$ cat src/rtl/fpu_pkg.sv
// Shared types and constants for the multicycle single-precision FPU.
// Holds the FSM state enum, opcode encodings, IEEE-754 constants and the
// unpacked operand payload that is carried between pipeline states.
package fpu_pkg;

  typedef enum logic [2:0] {
    IDLE,
    ALIGN,
    EXEC,
    NORM,
    DONE
  } fpu_state_t;

  localparam logic FPU_OP_ADD = 1'b0;
  localparam logic FPU_OP_MUL = 1'b1;

  localparam int unsigned FPU_BIAS    = 127;
  localparam logic [7:0]  FPU_EXP_MAX = 8'hFF;
  localparam logic [31:0] FPU_QNAN    = 32'h7FC00000;

  // 24-bit significand plus guard/round/sticky; 28 bits adds the carry bit
  localparam int unsigned SIG_W  = 27;
  localparam int unsigned EXP_W  = 10;
  localparam int unsigned NSIG_W = 28;
  localparam int unsigned LZ_W   = 5;

  typedef struct packed {
    logic             sign;
    logic [EXP_W-1:0] exp;
    logic [SIG_W-1:0] sig;
  } fpu_unpacked_t;

  // Extended significand with hidden one; exp==0 is flushed to zero
  function automatic logic [SIG_W-1:0] fpu_ext_sig(input logic [31:0] f);
    if (f[30:23] == 8'd0) return '0;
    return {1'b1, f[22:0], 3'b000};
  endfunction

endpackage

$ cat src/rtl/fpu_norm.sv
// Leading-one detect and left shift of a 28-bit significand.
// Ports:
//   sig_i  : significand to normalize (bit 27 is the carry position)
//   lz_o   : number of leading zeros above the first set bit
//   norm_o : sig_i shifted left by lz_o so bit 27 is set (0 if sig_i==0)
module fpu_norm
  import fpu_pkg::*;
(
  input  logic [NSIG_W-1:0] sig_i,
  output logic [LZ_W-1:0]   lz_o,
  output logic [NSIG_W-1:0] norm_o
);

  // Ascending scan: the highest set bit is the last one to write lz_o
  always_comb begin
    lz_o = '0;
    for (int i = 0; i < NSIG_W; i++) begin
      if (sig_i[i]) lz_o = LZ_W'(NSIG_W - 1 - i);
    end
    norm_o = sig_i << lz_o;
  end

endmodule

$ cat src/rtl/fpu_unit.sv
// Multicycle single-precision add/multiply unit with fixed latency.
// A start accepted at edge k produces a one-cycle done after edge k+4.
// Ports:
//   clk, reset      : clock, synchronous active-high reset
//   start, op, a, b : request strobe, 0=add 1=mul, IEEE-754 operands
//   result, flags   : packed result and {N,Z}, updated with done and held
//   done, busy      : completion pulse, busy from after start through done
// Parameter LAT_CHECK enables a simulation-only start-to-done latency check.
// Macro FPU_ROUND_NEAREST_EN selects round-to-nearest-even; default truncates.
module fpu_unit
  import fpu_pkg::*;
#(
  parameter int unsigned LAT_CHECK = 1
) (
  input  logic        clk,
  input  logic        reset,
  input  logic        start,
  input  logic        op,
  input  logic [31:0] a,
  input  logic [31:0] b,
  output logic [31:0] result,
  output logic        done,
  output logic        busy,
  output logic [1:0]  flags
);

  fpu_state_t state_q;
  logic [31:0] result_q;
  logic [1:0]  flags_q;
  logic        done_q;
  logic        busy_q;

  logic        op_q;
  logic [31:0] a_q, b_q;
  fpu_unpacked_t x_q, y_q, x_d, y_d;
  logic        byp_q, byp_d;
  logic [31:0] byp_val_q, byp_val_d;
  logic [NSIG_W-1:0] sig_q, sig_e_d;
  logic [EXP_W-1:0]  exp_q, exp_e_d;
  logic        sign_q, sign_e_d;
  logic [31:0] res_q, res_d;

  logic start_acc;
  assign start_acc = (state_q == IDLE) && !busy_q && start;

  // ALIGN: classify, order by magnitude and align the smaller add operand
  logic [7:0]       ea, eb, diff;
  logic             za, zb;
  logic [30:0]      mag_a, mag_b;
  logic [31:0]      xa, ya;
  logic [SIG_W-1:0] sig_y, lost_mask, y_sig_al;

  always_comb begin
    ea    = a_q[30:23];
    eb    = b_q[30:23];
    za    = (ea == 8'd0);
    zb    = (eb == 8'd0);
    mag_a = za ? 31'd0 : a_q[30:0];
    mag_b = zb ? 31'd0 : b_q[30:0];
    xa    = (mag_a >= mag_b) ? a_q : b_q;
    ya    = (mag_a >= mag_b) ? b_q : a_q;
    diff  = xa[30:23] - ya[30:23];
    sig_y = fpu_ext_sig(ya);
    lost_mask = (27'd1 << diff) - 27'd1;
    if (diff >= 8'd27) y_sig_al = {26'd0, |sig_y};
    else               y_sig_al = (sig_y >> diff) | {26'd0, |(sig_y & lost_mask)};

    if (op_q == FPU_OP_MUL) begin
      x_d = '{a_q[31], {2'b00, ea}, fpu_ext_sig(a_q)};
      y_d = '{b_q[31], {2'b00, eb}, fpu_ext_sig(b_q)};
    end else begin
      x_d = '{xa[31], {2'b00, xa[30:23]}, fpu_ext_sig(xa)};
      y_d = '{ya[31], {2'b00, ya[30:23]}, y_sig_al};
    end

    // Special operands and zero shortcuts bypass the arithmetic
    byp_d     = 1'b1;
    byp_val_d = '0;
    if (ea == FPU_EXP_MAX || eb == FPU_EXP_MAX) byp_val_d = FPU_QNAN;
    else if (op_q == FPU_OP_MUL && (za || zb))  byp_val_d = {a_q[31] ^ b_q[31], 31'd0};
    else if (op_q == FPU_OP_ADD && zb)          byp_val_d = za ? {a_q[31] & b_q[31], 31'd0} : a_q;
    else if (op_q == FPU_OP_ADD && za)          byp_val_d = b_q;
    else                                        byp_d     = 1'b0;
  end

  // EXEC: 28-bit add/sub or 24x24 multiply folded into the same format
  logic [47:0] prod;

  always_comb begin
    prod = 48'(x_q.sig[26:3]) * 48'(y_q.sig[26:3]);
    if (op_q == FPU_OP_MUL) begin
      sig_e_d  = {prod[47:21], |prod[20:0]};
      exp_e_d  = x_q.exp + y_q.exp - 10'(FPU_BIAS);
      sign_e_d = x_q.sign ^ y_q.sign;
    end else begin
      if (x_q.sign != y_q.sign) sig_e_d = {1'b0, x_q.sig} - {1'b0, y_q.sig};
      else                      sig_e_d = {1'b0, x_q.sig} + {1'b0, y_q.sig};
      exp_e_d  = x_q.exp;
      sign_e_d = x_q.sign;
    end
  end

  // NORM: normalize so bit 27 is the leading one; bit 26 weighs 2^exp
  logic [LZ_W-1:0]   lz;
  logic [NSIG_W-1:0] norm_sig;
  logic signed [EXP_W-1:0] exp_n, exp_f;
  logic [22:0] mant_f;

  fpu_norm u_norm (
    .sig_i  (sig_q),
    .lz_o   (lz),
    .norm_o (norm_sig)
  );

`ifdef FPU_ROUND_NEAREST_EN
  logic        rnd_up;
  logic [24:0] mant_r;
`else
  logic unused_ext;
  assign unused_ext = ^{norm_sig[27], norm_sig[3:0]};
`endif

  always_comb begin
    exp_n = $signed(exp_q) + 10'sd1 - $signed({5'd0, lz});
`ifdef FPU_ROUND_NEAREST_EN
    rnd_up = norm_sig[3] & (norm_sig[2] | (|norm_sig[1:0]) | norm_sig[4]);
    mant_r = {1'b0, norm_sig[27:4]} + 25'(rnd_up);
    if (mant_r[24]) begin
      mant_f = mant_r[23:1];
      exp_f  = exp_n + 10'sd1;
    end else begin
      mant_f = mant_r[22:0];
      exp_f  = exp_n;
    end
`else
    mant_f = norm_sig[26:4];
    exp_f  = exp_n;
`endif
    if (byp_q)                res_d = byp_val_q;
    else if (sig_q == '0)     res_d = 32'h0000_0000;
    else if (exp_f > 10'sd254) res_d = {sign_q, FPU_EXP_MAX, 23'd0};
    else if (exp_f < 10'sd1)  res_d = {sign_q, 31'd0};
    else                      res_d = {sign_q, exp_f[7:0], mant_f};
  end

  // Control FSM with registered outputs
  always_ff @(posedge clk) begin
    if (reset) begin
      state_q  <= IDLE;
      result_q <= '0;
      flags_q  <= 2'b00;
      done_q   <= 1'b0;
      busy_q   <= 1'b0;
    end else begin
      done_q <= 1'b0;
      unique case (state_q)
        IDLE: begin
          // busy still high here only during the done cycle
          if (busy_q) busy_q <= 1'b0;
          else if (start) begin
            state_q <= ALIGN;
            busy_q  <= 1'b1;
          end
        end
        ALIGN: state_q <= EXEC;
        EXEC:  state_q <= NORM;
        NORM:  state_q <= DONE;
        DONE: begin
          state_q  <= IDLE;
          done_q   <= 1'b1;
          result_q <= res_q;
          flags_q  <= {res_q[31], (res_q[30:0] == 31'd0)};
        end
        default: state_q <= IDLE;
      endcase
    end
  end

  // Datapath stage registers, loaded only in their own state
  always_ff @(posedge clk) begin
    if (start_acc) begin
      op_q <= op;
      a_q  <= a;
      b_q  <= b;
    end
    if (state_q == ALIGN) begin
      x_q       <= x_d;
      y_q       <= y_d;
      byp_q     <= byp_d;
      byp_val_q <= byp_val_d;
    end
    if (state_q == EXEC) begin
      sig_q  <= sig_e_d;
      exp_q  <= exp_e_d;
      sign_q <= sign_e_d;
    end
    if (state_q == NORM) res_q <= res_d;
  end

  assign result = result_q;
  assign done   = done_q;
  assign busy   = busy_q;
  assign flags  = flags_q;

  // Every accepted start must surface as done exactly four edges later
  generate
    if (LAT_CHECK == 1) begin : g_lat_check
      logic [4:0] acc_sr_q;
      always_ff @(posedge clk) begin
        if (reset) acc_sr_q <= '0;
        else       acc_sr_q <= {acc_sr_q[3:0], start_acc};
      end
      always_ff @(posedge clk) begin
        if (!reset) assert (done_q == acc_sr_q[4]);
      end
    end
  endgenerate

endmodule

$ cat config.mk
export PLATFORM = sky130hd
export DESIGN_NAME = fpu_unit
export DESIGN_NICKNAME = d
export VERILOG_FILES = /design/src/rtl/fpu_pkg.sv /design/src/rtl/fpu_norm.sv /design/src/rtl/fpu_unit.sv
export SDC_FILE = /design/constraint.sdc
export NUM_CORES = 2
export LEC_CHECK = 0
export CAP_MARGIN = 20
export CELL_PAD_IN_SITES_DETAIL_PLACEMENT = 2
export CELL_PAD_IN_SITES_GLOBAL_PLACEMENT = 2
export CORE_UTILIZATION = 29
export DETAILED_ROUTE_END_ITERATION = 10
export PLACE_DENSITY = 0.62
export SETUP_SLACK_MARGIN = 0.02
export SKIP_CTS_REPAIR_TIMING = 1
export SYNTH_ARGS = -nofsm -noshare
export SYNTH_HDL_FRONTEND = slang
export SYNTH_SLANG_ARGS = --single-unit
$ cat constraint.sdc
create_clock -name clk -period 12.4 [get_ports clk]
set_input_delay 2.48 -clock clk [delete_from_list [all_inputs] [get_ports clk]]
set_output_delay 2.48 -clock clk [all_outputs]
set_load 0.05 [all_outputs]
==> key figures <==
GRT
  • Grt total ovfl: 0
  • GRT Total Usage: between 20 and 25%
  • First-pass GRT wire length: between 200,000 and 250,000 um
  • Largest net degree at the start of global routing: 98
  • Antenna violations before repair: 7
  • Vias in the first global route: roughly 33,000

Floorplanning
  • Num rows: 129
  • Full die area: approximately 130,000 um2
  • DIE HEIGHT: about 360 um
  • I/O pin count: roughly 100
  • Core area: 124,000 um2
  • DIE WIDTH: 357 um
  • Initial core utilization: about 30%

Timing
  • FMAX: 0.119 GHz
  • Setup TNS: 0 ns
  • Slew @ Worst Pin: 1.07 ns
  • Period utilization: between 60 and 70%
  • RSZ-0062 raised after global routing: no
  • Rel. slew slack: between 20% and 30%
  • Clock skew: ~0.023 ns
  • Fin crit period: 8.42 ns
  • Final setup violation count: 0
  • Final hold vios: 0
  • Slew Limit Fails: 0

Clocking
  • TritonCTS clock tree: yes
  • H-tree depth: 2
  • Clk Latency, worst-skew pair: 0.57 ns
  • Clk buf depth: 3
  • Root Buffer: clkbuf_16
  • Num CTS Buffers: 36
  • Clock slew at reported path FFs: ~0.060 ns
  • Clock Sinks: 276

Hold path
  • Hold_sp: result[17]
  • WHS Endpoint: result[17]
  • Hold crit path type: flop to flop
  • Worst hold path stage count: 2

Setup path
  • Worst r2r dst: sig_q[25]
  • Required @ worst endpoint: roughly 13 ns
  • R2R Path Start: x_q[9]
  • CP dominant cell by count: fa_1
  • Crit path max-delay family: adder cells
  • Reg2reg path depth: 27
  • Crit path kind: flop to flop
  • Startpoint Class: flop
  • Crit path largest cell delay: 0.73 ns
  • CP Max Fanout: 15
  • Worst setup EP type: flop
  • Slowest CP cell: edfxtp_1
  • Reg2reg setup slack: between 3 and 4 ns
  • CP Data Arrival Time: between 8 and 9 ns
  • CP Buf/Inv Count: 6

Route
  • Routed WL: 136,000 um
  • Vias per inst: 5.14
  • Final routed DRC violation total: 0
  • Initial DRC Count: approximately 1,500
  • Router iterations before antenna repair: 7
  • Via count: about 30,000
  • Post-route ant nets: 0
  • Avg WL per Cell: 23.8 um

Layout
  • Fraction of layout cells with a size suffix above 1: between 5 and 6%
  • Most common cell after layout, fill and taps aside: nand2_1
  • Final net count: 4,852
  • Synth-to-Final Area Change: 11.3%
  • Most frequent cells in the layout: nand2_1, inv_1, fa_1
  • Design area: approximately 40,000 um2
  • Final Non-Filler Cells: ~5,700
  • Core Util, Final: around a third
  • Fillcell total: roughly 14,000

Job
  • Max cap viols: 0

Place
  • Placed cell count: approximately 5,600
  • GP Congestion: between 0.8 and 0.9
  • Area post-placement: roughly 39,000 um2
  • Final HPWL DP: between 100,000 and 150,000 um
  • Count of input and output buffers: roughly 100

Logic synthesis
  • Cell variety after synth: 89
  • YS warnings: 0
  • Post-Syn Area per Cell: around 9.0 um2
  • Synth Register Bits: around 280
  • Post-synth EDFFs: roughly 240
  • Post-Syn Area: 36,500 um2
  • Synth top area cells: fa_1, edfxtp_1, ha_1
  • Post-synthesis sequential area ratio: about 22%
  • Syn Inst Count: 4,053
  • Async set-or-reset flop fraction in the synthesized netlist: 0%
  • Yosys top cell by area: fa_1
  • Ys flop type: edfxtp_1
  • Syn_nets: 4,865
  • Yosys top cell area share: 26.5%

Status
  • Status: complete, no violations
==> cells in the mapped netlist (14+ instances only) <==
library cell  count
a21oi_1         208
a22oi_1          17
dfxtp_1          38
nor2b_1          16
or3_1            22
inv_1           553
o21ai_0         154
nor2_1          179
buf_1            26
o21bai_1         17
mux2i_1          94
clkbuf_1        208
nor4_1           32
xor2_1           52
nand4_1          17
and2_1          214
ha_1            260
a21o_1           39
a31oi_1          20
o211ai_1         14
nand2_1         689
fa_1            484
nor3_1           57
xnor2_1          67
nand3_1          57
o21a_1           18
nand2b_1         22
edfxtp_1        238
a211oi_1         26
mux2_2           17
==> sequential cells by signal, indices dropped and copies added, names as in the netlist <==
signal / count
flags: 1
sign_q: 1
byp_q: 1
busy: 1
exp_q: 10
done: 1
b_q: 32
byp_val_q: 32
op_q: 1
sig_q: 28
res_q: 32
result: 32
x_q: 33
a_q: 32
state_q: 3
y_q: 36
==> layout make-up <==
| cell class | count | area [um2] | share of cell area [%] |
|---|---|---|---|
| Multi-Input combinational cell | 2979 | 25700 | 63.2 |
| Sequential cell | 276 | 7910 | 19.5 |
| Inverter | 556 | 2090 | 5.13 |
| Tap cell | 1637 | 2050 | 5.04 |
| Timing Repair Buffer | 191 | 1740 | 4.29 |
| Clock buffer | 45 | 997 | 2.45 |
| Clock inverter | 18 | 181 | 0.446 |
| Antenna cell | 1 | 2.50 | 0.00616 |
==> routing by layer <==
layer	up-vias	global-route usage (%)	share of wire, %
met5	-	0	0
met1	15500	29.2	46
li1	13200	-	-
met2	473	37.8	49
met3	127	1.72	3.0
met4	0	4.27	1.9
==> logic make-up after synthesis <==
| family | after synthesis | synth area share, % |
|---|---|---|
| and+or+nand+nor | 1358 | 17.2 |
| buffers and inverters | 798 | 8.24 |
| adders and majority gates | 746 | 35.5 |
| AOI/OAI and AO/OA | 636 | 10.9 |
| DFF | 276 | 21.7 |
| muxes | 120 | 3.66 |
| xor gates and xnor gates | 119 | 2.85 |
==> tightest hold or removal path, cell delays in order (launching register included) <==
cell and delay, ns:
dfxtp_1 0.31, nand2_1 0.05, a21oi_1 0.05
==> stage by stage <==
stage / worst slack [ns] / hold WS (ns)
after CTS: 3.93 / 0.458
after floorplan: 3.81 / 0.471
after detailed placement: 3.96 / 0.450
final: 3.98 / 0.456
after global placement: 3.60 / 0.444
after global routing: 3.50 / 0.477
==> worst max-delay path by stage <==
stage          startpoint   endpoint  slack [ns]  cells after the start
2_1_floorplan  state_q[2]      byp_q        3.81                      2
3_3_place_gp      y_q[15]  sig_q[25]        3.60                     24
3_5_place_dp       x_q[9]  sig_q[25]        3.96                     27
4_1_cts            x_q[9]  sig_q[25]        3.93                     27
5_1_grt            x_q[9]  sig_q[25]        3.50                     27
6_report           x_q[9]  sig_q[25]        3.98                     27
Power is left out: the tool's default activity adds up to more than one toggle a clock period on the data nets, which glitch-free logic cannot reach.
